===== src/rtl/serial_pkg.sv =====
// Shared definitions for the serial UART transmitter: FSM state encoding
// and frame geometry.
package serial_pkg;

   localparam logic [1:0] S_IDLE  = 2'd0;
   localparam logic [1:0] S_START = 2'd1;
   localparam logic [1:0] S_DATA  = 2'd2;
   localparam logic [1:0] S_STOP  = 2'd3;

   localparam int UART_DATA_BITS = 8;

   typedef enum logic [1:0] {
      ST_IDLE  = S_IDLE,
      ST_START = S_START,
      ST_DATA  = S_DATA,
      ST_STOP  = S_STOP
   } tx_state_e;

endpackage


===== src/rtl/serial_fifo.sv =====
// Synchronous FIFO with registered occupancy; head word is always visible on dout.
// Pushes while full and pops while empty are ignored.
module serial_fifo #(
   parameter int WIDTH = 8,
   parameter int DEPTH = 8
) (
   input  logic                     clock,
   input  logic                     reset,
   input  logic                     push,
   input  logic                     pop,
   input  logic [WIDTH-1:0]         din,
   output logic [WIDTH-1:0]         dout,
   output logic [$clog2(DEPTH):0]   count,
   output logic                     full,
   output logic                     empty
);

   localparam int AW = $clog2(DEPTH);
   localparam logic [AW:0]   FULL_CNT = (AW+1)'(DEPTH);
   localparam logic [AW:0]   CNT_ONE  = 1;
   localparam logic [AW-1:0] PTR_ONE  = 1;

   logic [WIDTH-1:0] mem_q [DEPTH];
   logic [AW-1:0]    wr_ptr_q, wr_ptr_d;
   logic [AW-1:0]    rd_ptr_q, rd_ptr_d;
   logic [AW:0]      count_q, count_d;
   logic             do_push, do_pop;

   assign full    = (count_q == FULL_CNT);
   assign empty   = (count_q == '0);
   assign do_push = push && !full;
   assign do_pop  = pop && !empty;
   assign dout    = mem_q[rd_ptr_q];
   assign count   = count_q;

   always_comb begin
      wr_ptr_d = wr_ptr_q;
      rd_ptr_d = rd_ptr_q;
      count_d  = count_q;
      if (do_push) wr_ptr_d = wr_ptr_q + PTR_ONE;
      if (do_pop)  rd_ptr_d = rd_ptr_q + PTR_ONE;
      case ({do_push, do_pop})
         2'b10:   count_d = count_q + CNT_ONE;
         2'b01:   count_d = count_q - CNT_ONE;
         default: count_d = count_q;
      endcase
   end

   always_ff @(posedge clock) begin
      if (!reset) begin
         wr_ptr_q <= '0;
         rd_ptr_q <= '0;
         count_q  <= '0;
      end else begin
         wr_ptr_q <= wr_ptr_d;
         rd_ptr_q <= rd_ptr_d;
         count_q  <= count_d;
      end
   end

   // Storage needs no reset; pointers alone define what is valid.
   always_ff @(posedge clock) begin
      if (reset && do_push) mem_q[wr_ptr_q] <= din;
   end

endmodule


===== src/rtl/serial_uart_tx.sv =====
// UART transmitter (8N1, LSB first) draining a byte FIFO written by the processor.
//
// state | meaning
// IDLE  | line high; pops the head byte when the FIFO is non-empty
// START | start bit, line low for one bit time
// DATA  | eight data bits, LSB first
// STOP  | stop bit, line high for one bit time
module serial_uart_tx
   import serial_pkg::*;
#(
   parameter int unsigned CLKS_PER_BIT = 868,
   parameter int unsigned DEPTH        = 8
) (
   input  logic                      clock,
   input  logic                      reset,
   input  logic [UART_DATA_BITS-1:0] serial_in,
   input  logic                      serial_wren_in,
   output logic                      serial_ready_out,
   output logic                      tx_out,
   output logic                      busy_out,
   output logic [$clog2(DEPTH):0]    count_out
);

   localparam logic [15:0] BAUD_LOAD = 16'(CLKS_PER_BIT - 1);
   localparam logic [2:0]  LAST_BIT  = 3'(UART_DATA_BITS - 1);

   tx_state_e                  state_q, state_d;
   logic [15:0]                baud_q, baud_d;
   logic [2:0]                 bit_q, bit_d;
   logic [UART_DATA_BITS-1:0]  shift_q, shift_d;
   logic                       tx_q, tx_d;
   logic                       busy_q, busy_d;

   logic                       fifo_push, fifo_pop;
   logic                       fifo_full, fifo_empty;
   logic [UART_DATA_BITS-1:0]  fifo_dout;
   logic                       baud_tc;

   assign serial_ready_out = !fifo_full;
   assign fifo_push        = serial_wren_in && serial_ready_out;
   assign tx_out           = tx_q;
   assign busy_out         = busy_q;
   assign baud_tc          = (baud_q == 16'd0);

   serial_fifo #(
      .WIDTH (UART_DATA_BITS),
      .DEPTH (int'(DEPTH))
   ) u_fifo (
      .clock (clock),
      .reset (reset),
      .push  (fifo_push),
      .pop   (fifo_pop),
      .din   (serial_in),
      .dout  (fifo_dout),
      .count (count_out),
      .full  (fifo_full),
      .empty (fifo_empty)
   );

   // Line level is registered from the current state, so the line trails the
   // FSM by one clock; busy is registered the same way to stay aligned with it.
   always_comb begin
      state_d  = state_q;
      baud_d   = baud_q;
      bit_d    = bit_q;
      shift_d  = shift_q;
      fifo_pop = 1'b0;
      tx_d     = 1'b1;
      busy_d   = (state_q != ST_IDLE) || !fifo_empty;
      case (state_q)
         ST_IDLE: begin
            if (!fifo_empty) begin
               fifo_pop = 1'b1;
               shift_d  = fifo_dout;
               baud_d   = BAUD_LOAD;
               state_d  = ST_START;
            end
         end
         ST_START: begin
            tx_d = 1'b0;
            if (baud_tc) begin
               baud_d  = BAUD_LOAD;
               bit_d   = 3'd0;
               state_d = ST_DATA;
            end else begin
               baud_d = baud_q - 16'd1;
            end
         end
         ST_DATA: begin
            tx_d = shift_q[bit_q];
            if (baud_tc) begin
               baud_d = BAUD_LOAD;
               if (bit_q == LAST_BIT) state_d = ST_STOP;
               else                   bit_d   = bit_q + 3'd1;
            end else begin
               baud_d = baud_q - 16'd1;
            end
         end
         ST_STOP: begin
            if (baud_tc) state_d = ST_IDLE;
            else         baud_d  = baud_q - 16'd1;
         end
         default: state_d = ST_IDLE;
      endcase
   end

   always_ff @(posedge clock) begin
      if (!reset) begin
         state_q <= ST_IDLE;
         baud_q  <= 16'd0;
         bit_q   <= 3'd0;
         shift_q <= '0;
         tx_q    <= 1'b1;
         busy_q  <= 1'b0;
      end else begin
         state_q <= state_d;
         baud_q  <= baud_d;
         bit_q   <= bit_d;
         shift_q <= shift_d;
         tx_q    <= tx_d;
         busy_q  <= busy_d;
      end
   end

endmodule


===== config.mk =====
export PLATFORM = sky130hd
export DESIGN_NAME = serial_uart_tx
export DESIGN_NICKNAME = d
export VERILOG_FILES = /design/src/rtl/serial_pkg.sv /design/src/rtl/serial_fifo.sv /design/src/rtl/serial_uart_tx.sv
export SDC_FILE = /design/constraint.sdc
export NUM_CORES = 1
export LEC_CHECK = 0
export ABC_CLOCK_PERIOD_IN_PS = 3700
export BUFFER_PORTS_ARGS = -buffer_cell sky130_fd_sc_hd__buf_2
export CAP_MARGIN = 20
export CELL_PAD_IN_SITES_DETAIL_PLACEMENT = 0
export CELL_PAD_IN_SITES_GLOBAL_PLACEMENT = 1
export CORE_MARGIN = 5
export CORE_UTILIZATION = 40
export DETAILED_ROUTE_END_ITERATION = 8
export PLACE_DENSITY = 0.62
export SYNTH_ARGS = -nofsm -noshare
export SYNTH_HDL_FRONTEND = slang
export SYNTH_SLANG_ARGS = --single-unit

===== constraint.sdc =====
create_clock -name clock -period 3.7 [get_ports clock]
set_input_delay 0.185 -clock clock [delete_from_list [all_inputs] [get_ports clock]]
set_output_delay 0.185 -clock clock [all_outputs]
set_load 0.05 [all_outputs]

==> metrics.txt, run 1 <==
status completed; vias in the first global route about 3000; pwr/cell area 757 nW/µm²; dpl ws roughly 0.92 ns; relative slew slack 0.332; Slew Limit Fails 0; Max-Cap Viols 0; synthesized cell area between 4000 and 5000 µm²; I/O Pins 18; Avg Cell Area, Syn between 10 and 15 µm²; Power, Total 3.95 mW; Die Ht between 100 and 150 µm; Worst Setup SP u_fifo.count[0]$_SDFFE_PN0P_; Final Util 0.455; Seq cells post-synth between 100 and 150; ant diodes 0; DRT iter0 DRCs about 150; unrepaired setup endpoints after global routing no; H-tree depth 3; Die Width 118 µm; CP arrival between 3 and 4 ns; Clock Pin Slew Worst Setup and Hold Paths 0.07 ns; Final ANT Viol Nets 0; max layer used met4; Post-DP Area ~5000 µm²; Max Clock Skew 0.00900 ns; Post-synth EDFFs 64; Site Rows 39; pin count of the biggest net entering global routing 42; Remaining DRCs 0; count of input and output buffers 17; CTS tree built; final hold slack 0.0962 ns; synthesized instance count roughly 360; syn_nets roughly 390; # hold bufs at CTS 0; post-synthesis sequential area ratio 0.584; prevailing post-synth register cell edfxtp_1; core box area approximately 11000 µm²; Vias per Instance around 5.5; Critical R2R Launch u_fifo.count[0]$_SDFFE_PN0P_; IR drop worst, VDD between 0.4 and 0.5 mV; start point of the worst hold path serial_in[5]; DR WL met3 around 300 µm; WHS Endpoint u_fifo.mem_q[6][5]$_DFFE_PP_; Lkg Pwr approximately 1.9 nW; final worst slack ~0.9 ns; Post-CTS Resized 0; CP endpoint kind flip-flop; effective utilization at floorplan 0.409; NetSw about 1.5 mW; wire length per cell ~18 µm; Die Area around 14000 µm²; Ys Warns 0; Final Non-Filler Cells around 530; final number of setup-violating endpoints 0; Clk Latency, worst-skew pair 0.35 ns; initial antenna violation count 0; Overflow after GRT 0; cts bufs inserted 9; Startpoint Class flip-flop; Internal Power around 2.5 mW; fillers 1043; FMAX between 0.3 and 0.4 GHz; Post-CTS Setup Inserts 0; Hold Path Cell Cnt 1; first-pass GRT wire length approximately 16 mm; Tcrit/Tclk final 0.754; worst-margin pin slew between 0.9 and 1 ns; most frequent cells in the layout edfxtp_1 (64), dfxtp_1 (41), nand2_1 (33); min cycle time layout about 2.8 ns; Seq pwr share 0.386; FF-to-FF setup slack around 0.91 ns; layout cell share with drive strength beyond 1 0.156; Placed Cells 512; Critical Path RT approximately 4 ns; gpl congestion approximately 0.77; Clk network pwr share 0.234; fraction of power spent switching nets 0.372; Reg2Reg Capture Point u_fifo.count[3]$_SDFFE_PN0P_; DP HPWL ~6.5 mm; share of flip-flops with an asynchronous set or reset 0; wire length on met2 about 4.8 mm; M1 WL approximately 4.2 mm; drt pass-1 iters 4; DR vias about 2900; Synth-to-Final Area Change 11.2%; Setup Crit Path Kind reg -> reg; drt total wl about 9.5 mm; root buffer cell clkbuf_16; cells on worst reg2reg path 10; HP Class in -> reg; Post-Route Setup TNS 0 ns; GRT Total Usage 0.142; clock buffer depth 2; Gate power share 0.380; CTS Sinks 105; Synth cell types 51; Final Hold Fails 0; post-route cell area 5220 µm²; NumNets Final a little over 400; Crit Path Max Fanout 20; most common cell after layout, fill and taps aside edfxtp_1
sequential cells by signal (all words and copies together) (netlist names):
signal and count:
baud_q 16, bit_q 3, busy_out 1, shift_q 8, state_q 2, tx_out 1, u_fifo.count 4, u_fifo.mem_q 64
u_fifo.rd_ptr_q 3, u_fifo.wr_ptr_q 3
logic make-up (layout without fill, tap and decap cells):
group | Yosys count | count (layout) | share of synthesized area
compound gates | 63 | 63 | 0.0989
simple gates | 114 | 114 | 0.122
mux | 31 | 31 | 0.114
flops | 105 | 105 | 0.584
xor+xnor | 10 | 10 | 0.0187
buf+inv | 27 | 48 | 0.0229
fa+ha+maj | 14 | 14 | 0.0389
worst max-delay path: stages (launching register included):
cell and delay (ns):
dfxtp_1 0.37, nor4_1 0.60, nor2b_1 0.10, buf_4 0.23, ha_1 0.24, ha_1 0.28, a21o_1 0.18, a21oi_1 0.17
xnor2_1 0.10, or3_1 0.30, a21boi_0 0.16
power groups by stage:
stage / Clock, mW / Sequential (mW) / Combinational (mW)
final: 0.925 / 1.52 / 1.50
after CTS: 0.959 / 1.53 / 1.52
after global placement: 0 / 1.55 / 1.51
after floorplan: 0 / 1.57 / 1.13
after global routing: 1.00 / 1.55 / 1.68
after detailed placement: 0 / 1.55 / 1.52
layer usage:
layer	up-vias	GRT usage
li1	1415	-
met1	1417	0.175
met2	36	0.241
met3	10	0.0334
met4	0	0.0588
met5	-	0
synthesized netlist by cell type (4+ instances only):
library cell / number / share of area
mux4_2: 18 / 0.086
nand2_1: 33 / 0.026
nor2b_1: 5 / 0.0067
nor2_1: 20 / 0.016
or3_1: 4 / 0.0053
edfxtp_1: 64 / 0.41
buf_2: 4 / 0.0043
xnor2_1: 4 / 0.0075
o21a_1: 4 / 0.0064
clkbuf_1: 10 / 0.0080
xor2_1: 6 / 0.011
and2_1: 9 / 0.012
o211a_1: 9 / 0.019
nor3_1: 13 / 0.014
nor4_1: 4 / 0.0053
ha_1: 13 / 0.035
o21ai_0: 8 / 0.0085
mux2i_1: 12 / 0.026
nand3_1: 11 / 0.012
a21boi_1: 4 / 0.0064
dfxtp_1: 41 / 0.17
a21oi_1: 8 / 0.0085
inv_1: 9 / 0.0072
a31oi_1: 7 / 0.0093
how the worst max path moves through the flow:
stage	to	slack, ns	cells after the start
2_1_floorplan	u_fifo.count[3]$_SDFFE_PN0P_	0.67	11
3_3_place_gp	u_fifo.count[3]$_SDFFE_PN0P_	1.05	10
3_5_place_dp	u_fifo.count[3]$_SDFFE_PN0P_	0.92	10
4_1_cts	u_fifo.count[3]$_SDFFE_PN0P_	0.89	10
5_1_grt	u_fifo.count[3]$_SDFFE_PN0P_	0.72	10
6_report	u_fifo.count[3]$_SDFFE_PN0P_	0.91	10
cell type report:
| type | count | area, µm² | share of cell area |
|---|---|---|---|
| Clock buffer | 11 | 243 | 0.0465 |
| Clock inverter | 5 | 46.3 | 0.00887 |
| Inverter | 9 | 33.8 | 0.00647 |
| Multi-Input combinational cell | 232 | 1840 | 0.353 |
| Sequential cell | 105 | 2740 | 0.526 |
| Tap cell | 143 | 179 | 0.0343 |
| Timing Repair Buffer | 23 | 130 | 0.0249 |
Note: power is estimated with default switching activity, not from simulation.
==> inputs of run 2 (changes only) <==
--- a/config.mk
+++ b/config.mk
@@ -5,7 +5,8 @@
 export SDC_FILE = /design/constraint.sdc
 export NUM_CORES = 1
 export LEC_CHECK = 0
-export ABC_CLOCK_PERIOD_IN_PS = 3700
+export ABC_AREA = 1
+export ABC_CLOCK_PERIOD_IN_PS = 2800
 export BUFFER_PORTS_ARGS = -buffer_cell sky130_fd_sc_hd__buf_2
 export CAP_MARGIN = 20
 export CELL_PAD_IN_SITES_DETAIL_PLACEMENT = 0
@@ -13,7 +14,7 @@
 export CORE_MARGIN = 5
 export CORE_UTILIZATION = 40
 export DETAILED_ROUTE_END_ITERATION = 8
-export PLACE_DENSITY = 0.62
+export PLACE_DENSITY = 0.65
 export SYNTH_ARGS = -nofsm -noshare
 export SYNTH_HDL_FRONTEND = slang
 export SYNTH_SLANG_ARGS = --single-unit
==> constraint.sdc (replaced) <==
create_clock -name clock -period 2.8 [get_ports clock]
set_input_delay 0.14 -clock clock [delete_from_list [all_inputs] [get_ports clock]]
set_output_delay 0.14 -clock clock [all_outputs]
set_load 0.05 [all_outputs]
==> metrics.txt, run 2 <==
FMAX 0.426 GHz; post-route cell area roughly 5400 µm²; count of input and output buffers 17; Lkg Pwr 2.10 nW; slowest stage cell, crit path dfxtp_1; Avg Cell Area, Syn roughly 9 µm²; DP HPWL about 7.4 mm; clock buffer depth 2; count leader, synth nor2_1; most common cell after layout, fill and taps aside nor2_1; drt total wl between 10 and 15 mm; pin count of the biggest net entering global routing 35; Final ANT Viol Nets 0; Ys Warns 0; Final Non-Filler Cells roughly 710; slowest stage delay, CP about 0.33 ns; worst-margin pin slew 0.987 ns; Die Width 120 µm; core box area approximately 12000 µm²; post-synth top area share 0.396; drt pass-1 iters 4; Synth-to-Final Area Change 12.1%; post-synthesis sequential area ratio 0.566; max reg flops 64; CTS Sinks about 110; Die Ht ~120 µm; post-synth top area cell edfxtp_1; ant diodes 0; first-pass GRT wire length between 15 and 20 mm; Critical Path RT between 3 and 4 ns; dpl ws around 0.45 ns; vias in the first global route 3371; share of flip-flops with an asynchronous set or reset 0; pwr/cell area 1070 nW/µm²; CP arrival 2.59 ns; Die Area ~14000 µm²; unrepaired setup endpoints after global routing no; Vias per Instance between 5 and 6; prevailing post-synth register cell edfxtp_1; DRT iter0 DRCs around 220; effective utilization at floorplan 0.405; NumNets Final roughly 580; status completed; final number of setup-violating endpoints 0; DR vias 3562; IR drop worst, VDD 0.428 mV; Max-Cap Viols 0; CTS tree built; Setup Crit Path Kind reg -> reg; # hold bufs at CTS 0; gpl congestion 0.810; synthesized cell area ~4800 µm²; Post-synth EDFFs 64; final hold slack about 0.053 ns; CP endpoint kind flip-flop; root buffer cell clkbuf_16; HP Class in -> reg; Max Clock Skew about 0.0075 ns; Final Hold Fails 0; Synth cell types 34; syn_nets about 560; initial antenna violation count 0; fillers 1151; Post-CTS Setup Inserts 0; H-tree depth 3; Site Rows 40; Post-Route Setup TNS 0 ns; Tcrit/Tclk final 0.838; Overflow after GRT 0; layout cell share with drive strength beyond 1 0.106; Placed Cells 689; Final Util 0.454; crit path cell chain inv_1 -> ha_1 -> nand2_1 -> inv_1 -> ha_1 -> ha_1 -> nand2_1 -> nand2_1 -> o21ai_0 -> nand3_1 -> o21ai_0 -> a21oi_1; GRT Total Usage 0.156; largest register by flop count u_fifo.mem_q; Seq cells post-synth 105; I/O Pins 18; Post-DP Area ~5000 µm²; largest registers u_fifo.mem_q: 64 flops, baud_q: 16 flops, shift_q: 8 flops; synthesized instance count approximately 530; Clk Latency, worst-skew pair between 0.3 and 0.4 ns; min cycle time layout between 2 and 2.5 ns; sequential cell area between 2000 and 3000 µm²; synth cell count leaders nor2_1 (100), nand2_1 (68), edfxtp_1 (64), o21ai_0 (64), inv_1 (52); Power, Total ~5.8 mW; Post-CTS Resized 0; Synth area leaders edfxtp_1 (40%), dfxtp_1 (17%), nor2_1 (7.7%); Clock Pin Slew Worst Setup and Hold Paths around 0.08 ns; Startpoint Class flip-flop; most frequent cells in the layout nor2_1 (100), nand2_1 (68), o21ai_0 (64), edfxtp_1 (64), inv_1 (52); multi-input logic area 1830 µm²; wire length per cell between 15 and 20 µm; cts bufs inserted 9; final worst slack 0.453 ns; Slew Limit Fails 0; Crit Path Max Fanout 12; Remaining DRCs 0; relative slew slack 0.341
## run 2: cell count changes in the layout (fill, tap and decap cells not counted), sizes merged, moves of 15 or more
| cell | before | now |
|---|---|---|
| nand2 | 33 | 72 |
| inv | 12 | 56 |
| a21oi | 8 | 30 |
| o211ai | 2 | 17 |
| mux4 | 18 | 0 |
| o21ai | 10 | 69 |
| nor2 | 20 | 105 |
## run 2: path summary, 6_finish.rpt
path,from,endpoint,slack [ns],cells past startpoint
min reg2reg,shift_q[6]$_SDFFE_PN0P_,shift_q[6]$_SDFFE_PN0P_,0.47,2
max reg2reg,state_q[0]$_SDFFE_PN0P_,u_fifo.count[3]$_SDFFE_PN0P_,0.45,12
max,state_q[0]$_SDFFE_PN0P_,u_fifo.count[3]$_SDFFE_PN0P_,0.45,12
min,serial_in[5],u_fifo.mem_q[6][5]$_DFFE_PP_,0.05,1
## run 2: cell families after synthesis
group | Yosys count | synth area share
adders and majority gates | 14 | 0.0377
xor gates and xnor gates | 4 | 0.00723
and+or+nand+nor | 220 | 0.195
DFF | 105 | 0.566
buffers and inverters | 70 | 0.0576
AOI/OAI and AO/OA | 119 | 0.136
## run 2: worst max-delay path: cells and delay by family (launching register included)
family	cells	cell delay [ns]
adder cells (fa/ha/maj)	3	0.79
buffers and inverters	2	0.43
AO/OA/AOI/OAI	3	0.37
flip-flops	1	0.33
AND/OR/NAND/NOR	4	0.31
## run 2: final cells by class
type | count | area share
Sequential cell | 105 | 0.505
Multi-Input combinational cell | 357 | 0.336
Clock buffer | 9 | 0.0414
Inverter | 54 | 0.0378
Tap cell | 147 | 0.0338
Timing Repair Buffer | 26 | 0.0281
Clock inverter | 7 | 0.0184
## run 2: layer usage
metal / track usage / up-vias / part of all wire
li1: - / 1846 / -
met1: 0.236 / 1647 / 0.53
met2: 0.222 / 57 / 0.42
met3: 0.0254 / 12 / 0.034
met4: 0.0580 / 0 / 0.014
met5: 0 / - / 0
## run 2: power by group
part           internal [mW]  switching [mW]  total [mW]
clock                  0.795           0.589        1.38
combinational          0.754            1.67        2.42
sequential              1.87           0.152        2.02
total                   3.42            2.41        5.82
